<file path="src/rtl/axi_arb_pkg.sv">
// Shared types and helpers for the two-master AXI transaction arbiter.
package axi_arb_pkg;

    typedef enum logic [1:0] {
        ARB_IDLE = 2'd0,
        ARB_ADDR = 2'd1,
        ARB_DATA = 2'd2
    } arb_state_t;

    typedef logic owner_t;

    // Master index to one-hot select for the slave-side mux.
    function automatic logic [1:0] onehot_grant(input owner_t owner);
        return owner ? 2'b10 : 2'b01;
    endfunction

endpackage

</file>
<file path="src/rtl/axi_rr_pick.sv">
// Two-way round-robin picker: a lone requester wins; on a tie the master
// that did not own the port last time wins.
module axi_rr_pick
    import axi_arb_pkg::*;
(
    input  logic [1:0] req,
    input  owner_t     last_owner,
    output logic       valid,
    output owner_t     winner
);

    // Tie goes to the master that was not last owner.
    always_comb begin
        valid  = |req;
        winner = req[1];
        if (req == 2'b11) begin
            winner = ~last_owner;
        end
    end

endmodule

</file>
<file path="src/rtl/axi_txn_arbiter.sv">
// Transaction-level arbiter sharing one AXI slave port between two masters.
// A grant is held from address phase through B (write) or last R (read).
//
// state    | meaning
// ---------+-------------------------------------------------------------
// ARB_IDLE | no owner, grant 2'b00; arbitrate any pending AW/AR request
// ARB_ADDR | owner granted, waiting for its AW or AR handshake
// ARB_DATA | address accepted, waiting for B handshake or last R beat
module axi_txn_arbiter
    import axi_arb_pkg::*;
#(
    parameter int unsigned TIMEOUT_CYCLES = 1024
) (
    input  logic       clk,
    input  logic       reset,
    input  logic       s0_awvalid,
    input  logic       s0_arvalid,
    input  logic       s1_awvalid,
    input  logic       s1_arvalid,
    input  logic       m_awready,
    input  logic       m_arready,
    input  logic       m_bvalid,
    input  logic       m_bready,
    input  logic       m_rvalid,
    input  logic       m_rready,
    input  logic       m_rlast,
    output logic [1:0] grant,
    output logic       grant_wr,
    output logic       busy,
    output logic       timeout
);

    localparam int unsigned CW = (TIMEOUT_CYCLES == 0) ? 1 : $clog2(TIMEOUT_CYCLES + 1);
    localparam bit WDOG_EN = (TIMEOUT_CYCLES != 0);
    localparam logic [CW-1:0] CNT_LIM = CW'((TIMEOUT_CYCLES == 0) ? 0 : TIMEOUT_CYCLES - 1);

    arb_state_t    state_q, state_d;
    owner_t        owner_q, owner_d;
    owner_t        last_owner_q, last_owner_d;
    logic          wr_q, wr_d;
    logic [CW-1:0] cnt_q, cnt_d;
    logic [1:0]    grant_q, grant_d;
    logic          grant_wr_q, grant_wr_d;
    logic          busy_q, busy_d;
    logic          timeout_q, timeout_d;

    logic          pick_valid;
    owner_t        pick_winner;
    logic          own_aw, own_ar;
    logic          addr_hs, data_done, wdog_fire;

    axi_rr_pick u_pick (
        .req        ({s1_awvalid | s1_arvalid, s0_awvalid | s0_arvalid}),
        .last_owner (last_owner_q),
        .valid      (pick_valid),
        .winner     (pick_winner)
    );

    // Owner-qualified handshakes and watchdog expiry.
    always_comb begin
        own_aw    = owner_q ? s1_awvalid : s0_awvalid;
        own_ar    = owner_q ? s1_arvalid : s0_arvalid;
        addr_hs   = wr_q ? (own_aw && m_awready) : (own_ar && m_arready);
        data_done = wr_q ? (m_bvalid && m_bready) : (m_rvalid && m_rready && m_rlast);
        wdog_fire = WDOG_EN && (cnt_q == CNT_LIM);
    end

    // Next-state, watchdog counter and registered-output decode.
    always_comb begin
        state_d      = state_q;
        owner_d      = owner_q;
        last_owner_d = last_owner_q;
        wr_d         = wr_q;
        timeout_d    = 1'b0;
        case (state_q)
            ARB_IDLE: begin
                if (pick_valid) begin
                    state_d = ARB_ADDR;
                    owner_d = pick_winner;
                    wr_d    = pick_winner ? s1_awvalid : s0_awvalid;
                end
            end
            ARB_ADDR: begin
                if (addr_hs) begin
                    state_d = ARB_DATA;
                end else if (wdog_fire) begin
                    state_d      = ARB_IDLE;
                    timeout_d    = 1'b1;
                    last_owner_d = owner_q;
                end
            end
            ARB_DATA: begin
                // Completion beats a coincident watchdog expiry.
                if (data_done) begin
                    state_d      = ARB_IDLE;
                    last_owner_d = owner_q;
                end else if (wdog_fire) begin
                    state_d      = ARB_IDLE;
                    timeout_d    = 1'b1;
                    last_owner_d = owner_q;
                end
            end
            default: begin
                state_d = ARB_IDLE;
            end
        endcase

        if (state_d != state_q) begin
            cnt_d = '0;
        end else if (state_q != ARB_IDLE && cnt_q != '1) begin
            cnt_d = cnt_q + 1'b1;
        end else begin
            cnt_d = cnt_q;
        end

        busy_d     = (state_d != ARB_IDLE);
        grant_d    = busy_d ? onehot_grant(owner_d) : 2'b00;
        grant_wr_d = busy_d && wr_d;
    end

    // State and output registers with synchronous reset.
    always_ff @(posedge clk) begin
        if (reset) begin
            state_q      <= ARB_IDLE;
            owner_q      <= 1'b0;
            last_owner_q <= 1'b1;
            wr_q         <= 1'b0;
            cnt_q        <= '0;
            grant_q      <= 2'b00;
            grant_wr_q   <= 1'b0;
            busy_q       <= 1'b0;
            timeout_q    <= 1'b0;
        end else begin
            state_q      <= state_d;
            owner_q      <= owner_d;
            last_owner_q <= last_owner_d;
            wr_q         <= wr_d;
            cnt_q        <= cnt_d;
            grant_q      <= grant_d;
            grant_wr_q   <= grant_wr_d;
            busy_q       <= busy_d;
            timeout_q    <= timeout_d;
        end
    end

    assign grant    = grant_q;
    assign grant_wr = grant_wr_q;
    assign busy     = busy_q;
    assign timeout  = timeout_q;

endmodule
</file>
<file path="config.mk">
export PLATFORM = sky130hd
export DESIGN_NAME = axi_txn_arbiter
export DESIGN_NICKNAME = d
export VERILOG_FILES = /design/src/rtl/axi_arb_pkg.sv /design/src/rtl/axi_rr_pick.sv /design/src/rtl/axi_txn_arbiter.sv
export SDC_FILE = /design/constraint.sdc
export NUM_CORES = 1
export LEC_CHECK = 0
export BUFFER_PORTS_ARGS = -buffer_cell sky130_fd_sc_hd__buf_2
export CAP_MARGIN = 20
export CORE_MARGIN = 1
export CORE_UTILIZATION = 54
export DETAILED_ROUTE_END_ITERATION = 10
export GPL_TIMING_DRIVEN = 0
export PLACE_DENSITY = 0.76
export SLEW_MARGIN = 30
export SYNTH_ARGS = -nofsm -noshare
export SYNTH_HDL_FRONTEND = slang
export SYNTH_SLANG_ARGS = --single-unit
</file>
<file path="constraint.sdc">
create_clock -name clk -period 3 [get_ports clk]
set_input_delay 0.45 -clock clk [delete_from_list [all_inputs] [get_ports clk]]
set_output_delay 0.45 -clock clk [all_outputs]
set_load 0.02 [all_outputs]
</file>
==> flow_summary.ini <==
[yosys]
synth_most_common_cell = dfxtp_1
yosysWarnings = 0
yosys.area.top_type = dfxtp_1
synth.avg_cell_area_um2 = 9.33
synth_cell_types = 48
synth_area_leaders = dfxtp_1 33%, ha_1 4.9%, nor2_2 4.9%, nand3_1 3.1%, nand2_1 2.9%
synth_common_cells = 21 x dfxtp_1, 10 x nand2_1, 10 x nor2_2, 8 x nand3_1, 6 x inv_1
yosys_most_used_dff = dfxtp_1
seq_area_frac_synth_pct = 32.7
syn_area_mm2 = 0.00129
synth_cells = 138
synth_top_area_share_pct = 32.7
ys_ff_latch = 21
syn-num-nets = 156
async_flop_share_pct = 0
synth-edff-count = 0

[global_route]
grt_remaining_overflow = 0
grt_max_degree = 12
track_usage_pct = 21.8
grt_pass1_wl_um = 4260
first_global_vias = 944
antenna_found_initial = 0

[floorplan]
rows = 17
die_height_um = 50.8
ioPinCount = 18
initial_core_util_pct = 57.6
chipWidth_um = 50.8
die_area_mm2 = 0.00258
core_mm2 = 0.00223

[sta]
fin_ws_ns = 0.829
final.period_utilization_pct = 72.4
setup_violations = 0
fmax_mhz = 461
slew_headroom_pct = 64.2
slew_viol_final = 0
tightest_slew_ns = 0.532
skew_ns = 0.00575
grt_setup_unrepaired = no
finalHoldViolCount = 0
tns_ns = 0
period_needed_ns = 2.17

[clock_tree]
cts.htree.levels = 1
holdBufCountCts = 0
clk_pin_slew_worst_paths_ns = 0.11
insertion_delay_ns = 0.30
clockRootBuffer = clkbuf_4
cts_setup_buffers = 0
clk_path_buf_depth = 2
tritoncts = done
cts_buffers = 3
clock-sinks = 21
ctsResizeCount = 0

[power_and_ir_drop]
p_seq_share_pct = 42.5
ir_drop_mv = 0.390
p_leak_uw = 0.000557
power_frac_clock_pct = 17.3
swShare_pct = 38.2
internal_power_uw = 486
switchingPower_uw = 300
p_comb_share_pct = 40.2
power.density_mw_per_mm2 = 550

[critical_path]
crit_path_end_kind = flip-flop
reg2reg_from = state_q[1]
cp-start-kind = flip-flop
required_ns = 3.18
crit_start = state_q[1]
crit_type = flip-flop to flip-flop
cp.arrival_ns = 2.35
cp_max_fo = 10

[layout]
fillers = 203
finalNetCount = 177
seqCellArea_um2 = 420
multi_input_area_um2 = 816
drive_gt1_share_pct = 31.0
syn2layout_area_growth_pct = 11.0
antennaDiodeCount = 0

[worst_hold_path]
min_path_type = input pin to flip-flop
worstHoldStart = reset

[placement]
pre_cts_ws_ns = 0.888
dp_hpwl_um = 1840
io_buffers = 16
routabilityCongestion = 0.877

[detailed_routing]
first_iter_violations = 32
avgViaCountPerCell = 5.84
wl_per_cell_um = 12.7
drtAntennaViolNets = 0
wl_um = 2370
drc = 0
via_count = 1087
firstDrtPassIters = 4

[status]
status = completed

[job]
cap_violations = 0
-- cells in the final DEF, fill, tap and decap left out, drive strengths merged, types with 3 or more instances in the layout --
cell type / instances
a21oi: 6
a31oi: 4
and3: 4
and4: 3
buf: 20
clkbuf: 5
dfxtp: 21
ha: 5
inv: 6
mux2i: 3
nand2: 10
nand2b: 5
nand3: 9
nor2: 15
nor3: 5
nor4: 6
o21ai: 5
xnor2: 3
xor2: 4
-- metal layers --
layer | vias to the layer above | GRT usage (%) | routed length, µm
met4 | 0 | 6.94 | 17
met3 | 2 | 3.87 | 120
met5 | - | 0 | 0
met2 | 38 | 31.8 | 1010
met1 | 500 | 32.4 | 1210
li1 | 547 | - | -
-- kinds of logic (layout without fill, tap and decap cells) --
logic type / count (synthesis) / after routing / share of synthesized area [%]
AO/OA/AOI/OAI: 25 / 25 / 17.4
XOR/XNOR: 7 / 7 / 4.76
adder cells (fa/ha/maj): 5 / 5 / 4.86
buffers and inverters: 11 / 31 / 3.98
flip-flops: 21 / 21 / 32.7
multiplexers: 3 / 3 / 2.92
AND/OR/NAND/NOR: 66 / 66 / 33.4
-- power by group through the flow --
| stage | combinational, µW | clock (µW) | sequential, µW |
|---|---|---|---|
| global route | 345 | 154 | 339 |
| finish | 316 | 136 | 334 |
| detailed placement | 315 | 0 | 340 |
| floorplan | 229 | 0 | 355 |
| global placement | 309 | 0 | 338 |
| CTS | 318 | 140 | 334 |
-- metrics by stage --
step | power [µW] | cells | area, µm² | util [%] | hold slack, ns
6_report | 786 | 186 | 1430 | 64.0 | 0.485
5_1_grt | 838 | 186 | 1430 | 64.0 | 0.524
4_1_cts | 791 | 186 | 1430 | 64.0 | 0.482
3_5_place_dp | 655 | 182 | 1400 | 62.8 | 0.502
3_3_place_gp | 647 | 182 | 1400 | 62.8 | 0.489
2_1_floorplan | 584 | 138 | 1290 | - | 0.471
-- area by class of cell --
type / instances / area share (%)
buffer: 5 / 2.01
clock buffer: 4 / 1.84
inverter: 6 / 1.58
multi-input combinational: 106 / 57.1
sequential: 21 / 29.4
tap: 28 / 2.45
timing repair buffer: 16 / 5.60
-- worst paths after layout --
path,endpoint,slack [ns],cells past startpoint
hold / removal,owner_q,0.48,2
setup / recovery,grant[1],0.83,7
hold reg to reg,cnt_q[10],0.53,2
setup reg to reg,grant[1],0.83,7
-- critical path, stage by stage (launching register included) --
cell      delay (ns)
dfxtp_1         0.47
inv_1           0.13
ha_1            0.24
buf_2           0.20
nor4_1          0.51
a221oi_2        0.10
a211oi_2        0.33
nor4_2          0.09
-- sequential cells by signal (all words and copies together), names as in the netlist --
register,flops
state_q,2
wr_q,1
busy,1
timeout,1
last_owner_q,1
grant,2
owner_q,1
grant_wr,1
cnt_q,11
(Power assumes the default switching activity.)
